==> src/rtl/boot_message_sender_pkg.sv <==
// Shared core and message-service types for the boot message sender: tile/thread
// widths, host and service message layouts, and the sender's FSM state encoding.
`ifndef THREAD_NUMB
`define THREAD_NUMB 4
`endif
`ifndef TILE_COUNT
`define TILE_COUNT 4
`endif

package boot_message_sender_pkg;

    localparam int THREAD_NUMB    = `THREAD_NUMB;
    localparam int MAX_TILES      = `TILE_COUNT;
    localparam int THREAD_ID_W    = $clog2(THREAD_NUMB);
    // Tile ids are one bit wider than strictly needed so that out-of-range ids can be expressed.
    localparam int TILE_ID_W      = $clog2(MAX_TILES) + 1;
    localparam int ADDR_W         = 32;
    localparam int SERVICE_DATA_W = 64;

    typedef logic [TILE_ID_W-1:0]   tile_id_t;
    typedef logic [MAX_TILES-1:0]   tile_mask_t;
    typedef logic [ADDR_W-1:0]      address_t;
    typedef logic [THREAD_NUMB-1:0] thread_mask_t;
    typedef logic [THREAD_ID_W-1:0] thread_id_t;

    typedef enum logic [1:0] {
        BOOT_COMMAND  = 2'd0,
        ENABLE_THREAD = 2'd1
    } host_message_id_t;

    typedef enum logic [1:0] {
        HOST        = 2'd0,
        INSTRUCTION = 2'd1,
        SYNC        = 2'd2
    } service_message_type_t;

    typedef struct packed {
        host_message_id_t message;
        logic             hi_job_valid;
        address_t         hi_job_pc;
        thread_id_t       hi_job_thread_id;
        thread_mask_t     hi_thread_en;
    } host_message_t;

    typedef struct packed {
        service_message_type_t     message_type;
        tile_id_t                  source;
        logic [SERVICE_DATA_W-1:0] data;
    } service_message_t;

    typedef enum logic [1:0] {
        IDLE        = 2'd0,
        SCAN        = 2'd1,
        SEND_JOB    = 2'd2,
        SEND_ENABLE = 2'd3
    } bms_state_t;

    function automatic logic [SERVICE_DATA_W-1:0] host_to_service_data(input host_message_t msg);
        return SERVICE_DATA_W'(msg);
    endfunction

endpackage

==> src/rtl/boot_message_sender_thread_mask_scanner.sv <==
// Selects one bit of a thread mask by index and reports whether the index is the last thread.
module thread_mask_scanner
    import boot_message_sender_pkg::*;
(
    input  thread_mask_t i_mask,
    input  thread_id_t   i_index,
    output logic         o_bit_set,
    output logic         o_last,
    output thread_id_t   o_index_inc
);

    logic [THREAD_NUMB-1:0] w_select;

    genvar gi;
    generate
        for (gi = 0; gi < THREAD_NUMB; gi++) begin : g_select
            assign w_select[gi] = (i_index == THREAD_ID_W'(gi));
        end
    endgenerate

    assign o_bit_set   = |(w_select & i_mask);
    assign o_last      = w_select[THREAD_NUMB-1];
    assign o_index_inc = i_index + THREAD_ID_W'(1);

endmodule

==> src/rtl/boot_message_sender.sv <==
// Turns a host boot request into one BOOT_COMMAND per set thread-mask bit followed by
// a single ENABLE_THREAD, delivered to the requested tile over the service network.
module boot_message_sender
    import boot_message_sender_pkg::*;
#(
    parameter int TILE_ID    = 0,
    parameter int TILE_COUNT = `TILE_COUNT
) (
    input  logic             clk,
    input  logic             reset,
    input  logic             boot_req_valid,
    output logic             boot_req_ready,
    input  tile_id_t         boot_req_tile_id,
    input  thread_mask_t     boot_req_thread_mask,
    input  address_t         boot_req_pc,
    input  logic             network_available,
    output service_message_t message_out,
    output logic             message_out_valid,
    output tile_mask_t       destination_valid,
    output logic             busy,
    output logic             boot_req_error
);

    bms_state_t   r_state;
    tile_id_t     r_tile_id;
    thread_mask_t r_mask;
    address_t     r_pc;
    thread_id_t   r_index;
    logic         r_error;

    bms_state_t    w_state_next;
    thread_id_t    w_index_next;
    logic          w_latch;
    logic          w_error_next;
    logic          w_tile_bad;
    host_message_t w_host_msg;

    thread_mask_t  w_scan_mask;
    thread_id_t    w_scan_index;
    logic          w_bit_set;
    logic          w_last;
    thread_id_t    w_index_inc;

    // In IDLE the scanner looks at the incoming mask so bit 0 is examined in the accept
    // cycle; this is what lets the first BOOT_COMMAND leave in the very next cycle.
    assign w_scan_mask  = (r_state == IDLE) ? boot_req_thread_mask : r_mask;
    assign w_scan_index = (r_state == IDLE) ? '0 : r_index;
    assign w_tile_bad   = int'(boot_req_tile_id) >= TILE_COUNT;

    thread_mask_scanner u_scanner (
        .i_mask      (w_scan_mask),
        .i_index     (w_scan_index),
        .o_bit_set   (w_bit_set),
        .o_last      (w_last),
        .o_index_inc (w_index_inc)
    );

    always_ff @(posedge clk or negedge reset) begin
        if (!reset) begin
            r_state   <= IDLE;
            r_tile_id <= '0;
            r_mask    <= '0;
            r_pc      <= '0;
            r_index   <= '0;
            r_error   <= 1'b0;
        end else begin
            r_state <= w_state_next;
            r_index <= w_index_next;
            r_error <= w_error_next;
            if (w_latch) begin
                r_tile_id <= boot_req_tile_id;
                r_mask    <= boot_req_thread_mask;
                r_pc      <= boot_req_pc;
            end
        end
    end

    always_comb begin
        w_state_next      = r_state;
        w_index_next      = r_index;
        w_latch           = 1'b0;
        w_error_next      = 1'b0;
        boot_req_ready    = 1'b0;
        message_out_valid = 1'b0;
        w_host_msg        = '0;

        case (r_state)
            IDLE: begin
                boot_req_ready = reset;
                if (boot_req_valid) begin
                    if (w_tile_bad) begin
                        w_error_next = 1'b1;
                    end else begin
                        w_latch = 1'b1;
                        if (w_bit_set) begin
                            w_state_next = SEND_JOB;
                            w_index_next = '0;
                        end else if (w_last) begin
                            w_state_next = SEND_ENABLE;
                            w_index_next = '0;
                        end else begin
                            w_state_next = SCAN;
                            w_index_next = w_index_inc;
                        end
                    end
                end
            end

            SCAN: begin
                if (w_bit_set) begin
                    w_state_next = SEND_JOB;
                end else if (w_last) begin
                    w_state_next = SEND_ENABLE;
                end else begin
                    w_index_next = w_index_inc;
                end
            end

            SEND_JOB: begin
                w_host_msg.message          = BOOT_COMMAND;
                w_host_msg.hi_job_valid     = 1'b1;
                w_host_msg.hi_job_pc        = r_pc;
                w_host_msg.hi_job_thread_id = r_index;
                if (network_available) begin
                    message_out_valid = 1'b1;
                    if (w_last) begin
                        w_state_next = SEND_ENABLE;
                    end else begin
                        w_state_next = SCAN;
                        w_index_next = w_index_inc;
                    end
                end
            end

            SEND_ENABLE: begin
                w_host_msg.message      = ENABLE_THREAD;
                w_host_msg.hi_thread_en = r_mask;
                if (network_available) begin
                    message_out_valid = 1'b1;
                    w_state_next      = IDLE;
                end
            end

            default: begin
                w_state_next = IDLE;
            end
        endcase
    end

    always_comb begin
        message_out              = '0;
        message_out.message_type = HOST;
        message_out.source       = TILE_ID_W'(TILE_ID);
        message_out.data         = host_to_service_data(w_host_msg);
    end

    genvar gi;
    generate
        for (gi = 0; gi < MAX_TILES; gi++) begin : g_dest
            assign destination_valid[gi] = message_out_valid && (r_tile_id == TILE_ID_W'(gi));
        end
    endgenerate

    assign busy           = (r_state != IDLE);
    assign boot_req_error = r_error;

endmodule

==> config.mk <==
export PLATFORM = sky130hd
export DESIGN_NAME = boot_message_sender
export DESIGN_NICKNAME = d
export VERILOG_FILES = /design/src/rtl/boot_message_sender_pkg.sv /design/src/rtl/boot_message_sender_thread_mask_scanner.sv /design/src/rtl/boot_message_sender.sv
export SDC_FILE = /design/constraint.sdc
export NUM_CORES = 1
export LEC_CHECK = 0
export ABC_AREA = 1
export CORE_AREA = 3 3 99 72
export CTS_CLUSTER_SIZE = 12
export DETAILED_ROUTE_END_ITERATION = 10
export DIE_AREA = 0 0 102 75
export PLACE_DENSITY = 0.8
export SKIP_CTS_REPAIR_TIMING = 1
export SYNTH_ARGS = -nofsm -noshare
export SYNTH_HDL_FRONTEND = slang
export SYNTH_SLANG_ARGS = --single-unit
==> constraint.sdc <==
create_clock -name clk -period 2.45 [get_ports clk]
set_input_delay 0.49 -clock clk [delete_from_list [all_inputs] [get_ports clk]]
set_output_delay 0.49 -clock clk [all_outputs]
set_load 0.03 [all_outputs]
==> summary.md, run 1 <==
Signal routing reaches up to met4. The remaining antenna violation count after routing is 0, and the number of hold violations in the final report is 0. After the last flow step, the layout net total stands at 510.

The most common library cell in the layout ignoring fill and taps was sky130_fd_sc_hd__nand2_1. The cell at the root of the clock tree is sky130_fd_sc_hd__clkbuf_8. The horizontal die dimension works out to 102 µm. Setup repair after global routing could not meet its margin everywhere. Yosys printed 0 warnings. Wires add up to 6530 µm. The detailed router put a total of 3100 µm of wire on met1. The placeable core region was 6250 µm²; the maximum vdd drop was 0.000473 V. Setup violations remaining at the end of the flow were counted as 0. The floorplan step defined a die boundary enclosing 7650 µm². The number of port buffers was 90.

After detailed routing, the met3 layer carries 444 µm of wire. For the worst-skew pair, the clock arrives at the later sink with an insertion delay of 0.29 ns. Summed over all cells, the static leakage comes to 2.73 nW. The headroom to the max-slew limit was 0.626. The logs give 5 for the total clock buffers created by CTS and 0 for the number of antenna cells inserted.

The worst hold path class is primary input to async pin. The tools report the distinct cell type count of the synthesized netlist as 20. The run finished with clean final reports. The total I/O pin count was 120; the slew at the pin closest to its max-slew limit was 0.560 ns. The area overhead of the layout relative to synthesis came out at 46.9%.

For this run, the top clock speed supported by timing is 412 MHz. The logs give 0 for the leftover overflow at the end of global routing and 2 for the number of levels in the clock H-tree. After the first detailed-routing iteration, the DRC count stood at 146. The fraction of the yosys area taken by sequential cells was 0.432. Kind of capture point of the worst setup path: a primary output. The logs give 3490 µm² for the area of placed instances and 1.94 ns for the critical path data arrival time. Counting I/O delays and the setup requirement, the final critical path takes 2.43 ns. The number of global-route vias before repair came out at 2142. Adding up every negative setup slack in the final design gives 0 ns. For the initial core utilization, the log shows 0.408. Averaged over all synthesized cells, the footprint is 7.01 µm². The logs give 0.600 for the final core area utilization and 2353 for the routed via count. The run gives 578 as the number of fill cells. The mean routed wirelength per cell was 12.1 µm.

Summed over all nets, wire length on met2 after detailed routing comes to 2970 µm. Power spread over the standard cell area amounts to 1070 nW/µm². The tools report the largest net degree at the start of global routing as 45. After routing the design area is 3750 µm². Counting flops and latches in the post-synthesis netlist gives 44.

For this run, the number of standard cells in the final layout without fillers is 538. The number of buffers between clock root and the deepest sink is 2, and the total of max-cap violations is 0. The tools report the placement row count as 24. After legalization and detailed placement, the total HPWL measured 4660 µm.

The tools report the setup slack at placement as 0.0422 ns. The vertical die dimension works out to 75 µm. The share of final-layout standard cells stronger than drive strength 1 came out at 0.0804. The first global-routing pass estimated 9860 µm of wire.

After technology mapping, the gate count stands at 364. For the number of iterations in the first detailed-routing pass, the log shows 4. The run gives 0 as the number of DRC violations after detailed routing.

The run gives 0.810 as the weighted congestion reported at the end of routability-driven placement. The tools report the final setup slack of the worst path as 0.0210 ns. In the layout the commonest cells are 172 x sky130_fd_sc_hd__nand2_1, 61 x sky130_fd_sc_hd__inv_1, 47 x sky130_fd_sc_hd__clkdlybuf4s50_1. The clock net in this run drives a total of 44 sinks. The total routing usage reported by global routing came out at 0.162. Clock-pin slew was measured on the worst setup and hold paths at 0.09 ns. For the initial antenna violation count, the log shows 0. The critical path is of the register to primary output type.

The synthesized netlist occupies a cell area of 2550 µm². The tools report the data required time at the worst endpoint as 1.96 ns. On the final layout, the worst clock skew is 0.00505 ns.

The worst setup path is launched from a register. In this run the worst path has a maximum fanout of 6. The post-placement cell count came out at 525.

The run gives 0 as the count of final max-slew check failures. In the routed layout, each cell is associated on average with a via count of 4.37. TritonCTS built the clock tree. The period utilization is 0.991.
-- Yosys cell counts (all sizes together) --
master	number	share of area
a21oi	3	0.0059
a22oi	1	0.0029
buf	37	0.10
clkbuf	4	0.0059
conb	1	0.0015
dfrtp	44	0.43
ha	8	0.039
inv	65	0.096
nand2	172	0.25
nand3	4	0.0078
nand3b	1	0.0029
nor2	9	0.013
nor3	2	0.0083
nor4	4	0.0098
o21ai	8	0.016
o21bai	1	0.0029
-- critical path: stages (launching register included) --
cell	delay (ns)
sky130_fd_sc_hd__dfrtp_1	0.45
sky130_fd_sc_hd__ha_2	0.30
sky130_fd_sc_hd__inv_1	0.12
sky130_fd_sc_hd__a21oi_4	0.18
sky130_fd_sc_hd__inv_2	0.11
sky130_fd_sc_hd__nor4_4	0.29
sky130_fd_sc_hd__buf_4	0.20
-- cells by family after synthesis --
family | synth area share
AOI/OAI and AO/OA | 0.0275
adders and majority gates | 0.0392
buffers and inverters | 0.205
DFF | 0.432
other | 0.00147
and+or+nand+nor | 0.295
-- per-layer routing --
layer / up-vias / global-route usage
met5: - / 0
met4: 0 / 0.0160
met3: 2 / 0.0389
met2: 85 / 0.269
met1: 1081 / 0.225
li1: 1185 / -
-- through the flow --
stage                     total power, mW  hold slack [ns]
final                                4.03            0.325
after global routing                 4.38            0.365
after CTS                            4.01            0.338
after detailed placement             3.42            0.458
after global placement               3.35            0.452
after floorplan                      2.72            0.194
-- layout make-up --
type                    count  area (µm²)  area share
flip-flops and latches     44        1100       0.294
multi-input cells         242        1120       0.298
clock inverters             2        38.8      0.0103
inverters                  65         244      0.0651
repair buffers            101        1070       0.284
clock buffers               6        82.6      0.0220
well taps                  78        97.6      0.0260
-- flip-flops by register name, indices dropped and copies added (netlist names) --
name and flops:
boot_req_error 1, r_pc 32, r_mask 4, r_state 2, r_index 2, r_tile_id 3
-- worst paths after layout --
check,startpoint,to,slack (ns),cells past startpoint
setup / recovery,r_state[1],destination_valid[0],0.02,6
hold / removal,reset,r_tile_id[1],0.32,2
min in group clk,r_pc[10],r_pc[10],0.47,2
hold reg to reg,r_pc[10],r_pc[10],0.47,2
setup reg to reg,r_state[1],r_state[1],0.22,15
max in group asynchronous,reset,r_pc[1],1.76,2
-- power by group --
| part | internal (mW) | switching, mW | total (mW) |
|---|---|---|---|
| clock network | 0.334 | 0.247 | 0.580 |
| registers | 1.06 | 0.213 | 1.27 |
| logic | 0.823 | 1.35 | 2.18 |
Power figures use the tool's default switching activity.
==> run 2, diff against run 1 <==
--- a/config.mk
+++ b/config.mk
@@ -6,11 +6,11 @@
 export NUM_CORES = 1
 export LEC_CHECK = 0
 export ABC_AREA = 1
-export CORE_AREA = 3 3 99 72
+export CORE_AREA = 2 2 98 71
 export CTS_CLUSTER_SIZE = 12
 export DETAILED_ROUTE_END_ITERATION = 10
-export DIE_AREA = 0 0 102 75
-export PLACE_DENSITY = 0.8
+export DIE_AREA = 0 0 100 73
+export PLACE_DENSITY = 0.75
 export SKIP_CTS_REPAIR_TIMING = 1
 export SYNTH_ARGS = -nofsm -noshare
 export SYNTH_HDL_FRONTEND = slang
==> summary.md, run 2 (synthesis results as in run 1) <==
The number of buffers between clock root and the deepest sink is 2. The weighted congestion reported at the end of routability-driven placement came out at 0.871. The critical path goes through ha_2, inv_1, a21oi_4, inv_2, nor4_4, buf_4. STA classifies the critical path endpoint as a primary output.

TritonCTS built the clock tree. The number of antenna cells inserted is 0, and the number of port buffers is 90. Counting both buffers and inverters, the worst setup path holds a total of 3. The run finished with clean final reports.

The tools report the data required time at the worst endpoint as 1.96 ns. Counting flops per register, the top entry is r_pc. The run gives 0 as the count of final max-slew check failures. For this design, the slowest cell found on the critical path is sky130_fd_sc_hd__dfrtp_1.

The logs give 508 for the final net count and 415 MHz for the highest clock frequency the design can meet. Setup repair after global routing could not meet its margin everywhere. The worst setup path category was register to primary output. The floorplan has 25 rows. The final core area utilization was 0.576. The worst setup path is launched from a register. The maximum vdd drop was 0.000371 V; the power per cell area was 1070 nW/µm².

Setup total negative slack on the finished layout was measured at 0 ns. After detailed routing, the number of vias per cell comes to 4.31. For the number of global-route vias before repair, the log shows 2110.

For the remaining antenna violation count after routing, the log shows 0. The worst hold path class was primary input to async pin. The mean routed wirelength per cell was 11.3 µm. From bottom edge to top edge, the die measures 73 µm. TritonCTS created 5 clock buffers. The clock network latency to the later pin of the worst-skew pair is 0.29 ns. The clock slew at the register clock pins of the worst setup and hold paths came out at 0.09 ns. At the pin with the least slew margin, the transition time is 0.561 ns. For the number of hold violations in the final report, the log shows 0. The headroom to the max-slew limit is 0.626.

The area overhead of the layout relative to synthesis is 46.8%, and the flip-flop count of the largest register, all copies and words added is 32. The standby leakage power is 2.71 nW. The tools report the count of final setup violators as 0.

The tree is rooted in a sky130_fd_sc_hd__clkbuf_8. 120 I/O pins were placed. The global-route wire length before repair is 9360 µm, and the number of fill cells is 616. The detailed placer's ending HPWL is 4310 µm. The detailed router placed 2325 vias in this run.

Across the routed clock network, the largest skew measured is 0.00693 ns. Summed over all layers, the routed wires come to 6090 µm. Summed over all layers, the global routing overflow is 0. The total routing usage reported by global routing was 0.159; the number of DRC violations after detailed routing was 0. The run gives 83 as the count of routing violations after the opening detailed-route iteration.

Initial core utilization: 0.392. The largest net degree at the start of global routing was 45; the delay of the slowest cell on the worst path was 0.46 ns. Of all nets on the critical path, the largest fanout is 6. The share of final-layout standard cells stronger than drive strength 1 is 0.0786, and the placeable core region is 6510 µm². The cell family contributing the most delay on the critical path was flip-flops. The period utilization was 0.983. In the layout the commonest cells are 172 x sky130_fd_sc_hd__nand2_1, 61 x sky130_fd_sc_hd__inv_1, 48 x sky130_fd_sc_hd__clkdlybuf4s50_1.

The logs give 0 for the initial antenna violation count and 7300 µm² for the die outline area. The critical path data arrival time is 1.92 ns, and the number of iterations in the first detailed-routing pass is 4. The tree built by TritonCTS fans out to 44 sinks. The largest registers in the layout are r_pc: 32 flops, r_mask: 4 flops, r_tile_id: 3 flops.

For the total of max-cap violations, the log shows 0. In this run the horizontal extent of the chip is 100 µm. The final period demand of the worst path was 2.41 ns.

The run gives 2 as the number of levels in the clock H-tree. The most common library cell in the layout ignoring fill and taps is sky130_fd_sc_hd__nand2_1.
==> run 2: worst paths after layout <==
| kind | from | to | slack (ns) | cells after the start |
|---|---|---|---|---|
| max reg2reg | r_state[1] | r_state[1] | 0.20 | 14 |
| max | r_state[1] | destination_valid[0] | 0.04 | 6 |
| max in group asynchronous | reset | r_tile_id[1] | 1.75 | 2 |
| min reg2reg | r_pc[26] | r_pc[26] | 0.47 | 2 |
| min | reset | r_mask[1] | 0.31 | 2 |
| min in group clk | r_pc[26] | r_pc[26] | 0.47 | 2 |
==> run 2: area by class of cell <==
| type | count | area (µm²) | share of cell area |
|---|---|---|---|
| multi-input cells | 242 | 1130 | 0.301 |
| well taps | 81 | 101 | 0.0271 |
| repair buffers | 99 | 1050 | 0.281 |
| flip-flops and latches | 44 | 1100 | 0.294 |
| clock inverters | 2 | 38.8 | 0.0104 |
| clock buffers | 6 | 82.6 | 0.0220 |
| inverters | 65 | 244 | 0.0651 |
==> run 2: stage by stage <==
stage               cell area, µm²  total power [mW]  hold slack, ns  setup WS, ns  std cells
global placement              3480              3.32           0.453         0.150        527
floorplan                     2740              2.72           0.194       0.00824        392
finish                        3750              4.01           0.310        0.0410        539
detailed placement            3480              3.38           0.458        0.0832        527
global route                  3750              4.34           0.376       -0.0838        539
CTS                           3600              3.97           0.334        -0.245        535
==> run 2: routing by layer <==
metal / global-route usage / wire [µm] / part of all wire
met5: 0 / 0 / 0
met4: 0.0365 / 96 / 0.016
met3: 0.0307 / 414 / 0.068
met2: 0.267 / 2740 / 0.45
met1: 0.216 / 2830 / 0.47
==> run 2: power by group <==
| group | leakage [nW] | total (mW) | switching (mW) | internal [mW] |
|---|---|---|---|---|
| Sequential | 0.549 | 1.27 | 0.215 | 1.06 |
| Combinational | 2.10 | 2.16 | 1.35 | 0.806 |
| Clock | 0.0614 | 0.581 | 0.248 | 0.334 |
| Total | 2.71 | 4.01 | 1.81 | 2.20 |
==> run 3, diff against run 2 <==
==> constraint.sdc (replaced) <==
create_clock -name clk -period 2.5 [get_ports clk]
set_input_delay 0.5 -clock clk [delete_from_list [all_inputs] [get_ports clk]]
set_output_delay 0.5 -clock clk [all_outputs]
set_load 0.03 [all_outputs]
==> summary.md, run 3 (synthesis results as in run 1) <==
The run finished with clean final reports. The path class of the tightest hold or removal check is primary input to async pin. For the placeable core region, the log shows 6510 µm². The post-placement cell count came out at 530.

The die is 73 µm tall. The number of port buffers came out at 90. The count of final max-slew check failures was 0. In the layout the commonest cells are 172 x sky130_fd_sc_hd__nand2_1, 61 x sky130_fd_sc_hd__inv_1, 51 x sky130_fd_sc_hd__clkdlybuf4s50_1. Across the routed clock network, the largest skew measured is 0.00752 ns. The logs give 2271 for the routed via count and 84 for the count of routing violations after the opening detailed-route iteration.

The placement row count came out at 25. The area taken by flip-flops and latches is 1100 µm², and the die outline area is 7300 µm². Final period demand of the worst path: 2.39 ns.

The clock slew at the register clock pins of the worst setup and hold paths is 0.08 ns, and the initial core utilization is 0.392. The run gives 5 as the total clock buffers created by CTS. The share of final-layout standard cells stronger than drive strength 1 came out at 0.129.

The register with the most flip-flops in the layout has 32 of them. The horizontal die dimension was 100 µm; the total routing usage reported by global routing was 0.167. The setup path with the least slack is of type register to primary output. The multi-input combinational cells in the finished layout cover a total of 1130 µm². In the routed layout, each cell is associated on average with a via count of 4.22. The cell at the root of the clock tree was sky130_fd_sc_hd__clkbuf_8.

The library cell used most frequently in the layout, excluding fill and tap cells, is sky130_fd_sc_hd__nand2_1. In the final routed layout, each cell accounts on average for 11.1 µm. TritonCTS built the clock tree.

The run gives 2191 as the number of global-route vias before repair. The logs give 9760 µm for the global-route wire length before repair and 0 for the count of final setup violators. The number of hold violations in the final report came out at 0. The non-filler instance count after layout is 538. The detailed placer's ending HPWL is 4470 µm, and the number of DRC violations after detailed routing is 0. The critical path data arrival time is 1.89 ns. The logs give 0 for the initial antenna violation count and 0.625 for the headroom to the max-slew limit. The tools report the total power as 3.81 mW. Setup repair after global routing left no endpoint under its margin. Ranked by flip-flop count, first place goes to r_pc.

Data on the critical path is required at its endpoint by 2.00 ns. Total I/O pin count: 120. The run gives 0 as the leftover overflow at the end of global routing.

The analysis attributes to cell leakage a power of 2.28 nW. The largest registers in the layout are r_pc: 32 flops, r_mask: 4 flops, r_tile_id: 3 flops. Across the run, the number of max-cap violations was 0. After filler insertion, the fill cell instance count of the layout stands at 611.

The count of nets left with antenna violations once routing finished came out at 0. The run gives 0.129 ns as the setup slack at placement. Across the VDD grid, the largest voltage drop is 0.000400 V. The detailed-route wire length was 5970 µm. The largest fanout on the critical path was 9. For this run, the detailed router's first-pass iteration total came to 4. For the final net count, the log shows 507. The number of levels in the clock H-tree is 2, and the area overhead of the layout relative to synthesis is 40.4%.

The slew at the pin closest to its max-slew limit came out at 0.563 ns. The logs give 419 MHz for the highest clock frequency the design can meet and 2 for the number of buffers between clock root and the deepest sink. The worst setup path is captured at a primary output. The kind of start point of the critical path was a register. The largest net degree at the start of global routing was 45; the period utilization was 0.955. The congestion estimate from routability-driven global placement came to 0.864. The final setup slack of the worst path was 0.113 ns; the number of antenna cells inserted was 0. For this design the ratio of total power to cell area is 1060 nW/µm². The clock drives 44 sinks. The clock reaches the later pin of the worst-skew pair after 0.29 ns.
==> run 3: path summary, 6_finish.rpt <==
check                           start  slack [ns]  depth (start not counted)                    to
setup / recovery           r_state[0]        0.11                          7  destination_valid[0]
hold / removal                  reset        0.32                          2              r_pc[27]
setup reg to reg           r_state[1]        0.24                         14            r_state[0]
hold reg to reg              r_pc[15]        0.47                          2              r_pc[15]
max in group asynchronous       reset        1.77                          2            r_state[0]
min in group clk             r_pc[15]        0.47                          2              r_pc[15]
==> run 3: final cells by class <==
type,count,area share
Tap cell,81,0.0283
Multi-Input combinational cell,242,0.315
Timing Repair Buffer,98,0.254
Sequential cell,44,0.308
Clock inverter,1,0.00210
Inverter,65,0.0681
Clock buffer,7,0.0241
==> run 3: through the flow <==
step / setup TNS, ns / hold WS [ns] / utilization / instance area (µm²)
after floorplan: 0 / 0.204 / - / 2730
after global placement: 0 / 0.453 / 0.528 / 3440
after detailed placement: 0 / 0.458 / 0.528 / 3440
after CTS: -1.47 / 0.347 / 0.543 / 3530
after global routing: 0 / 0.383 / 0.550 / 3580
final: 0 / 0.316 / 0.550 / 3580
==> run 3: routing by layer <==
layer,share of wire,wire [µm],vias up,track usage
li1,-,-,1173,-
met3,0.054,322,4,0.0374
met4,0.011,63,0,0.0441
met2,0.47,2840,64,0.281
met5,0,0,-,0
met1,0.46,2750,1030,0.221
==> run 3: critical path, cell delays in order, from the launching register on <==
cell and delay [ns]:
sky130_fd_sc_hd__dfrtp_2 0.45, sky130_fd_sc_hd__inv_2 0.10, sky130_fd_sc_hd__ha_4 0.20, sky130_fd_sc_hd__inv_1 0.11
sky130_fd_sc_hd__a21oi_4 0.17, sky130_fd_sc_hd__inv_2 0.11, sky130_fd_sc_hd__nor4_4 0.27, sky130_fd_sc_hd__buf_4 0.19
==> run 3: where the power goes <==
part | leakage (nW) | internal (mW) | total, mW | switching (mW)
combinational | 1.69 | 0.764 | 2.09 | 1.33
sequential | 0.548 | 1.04 | 1.25 | 0.215
clock | 0.0445 | 0.225 | 0.459 | 0.234
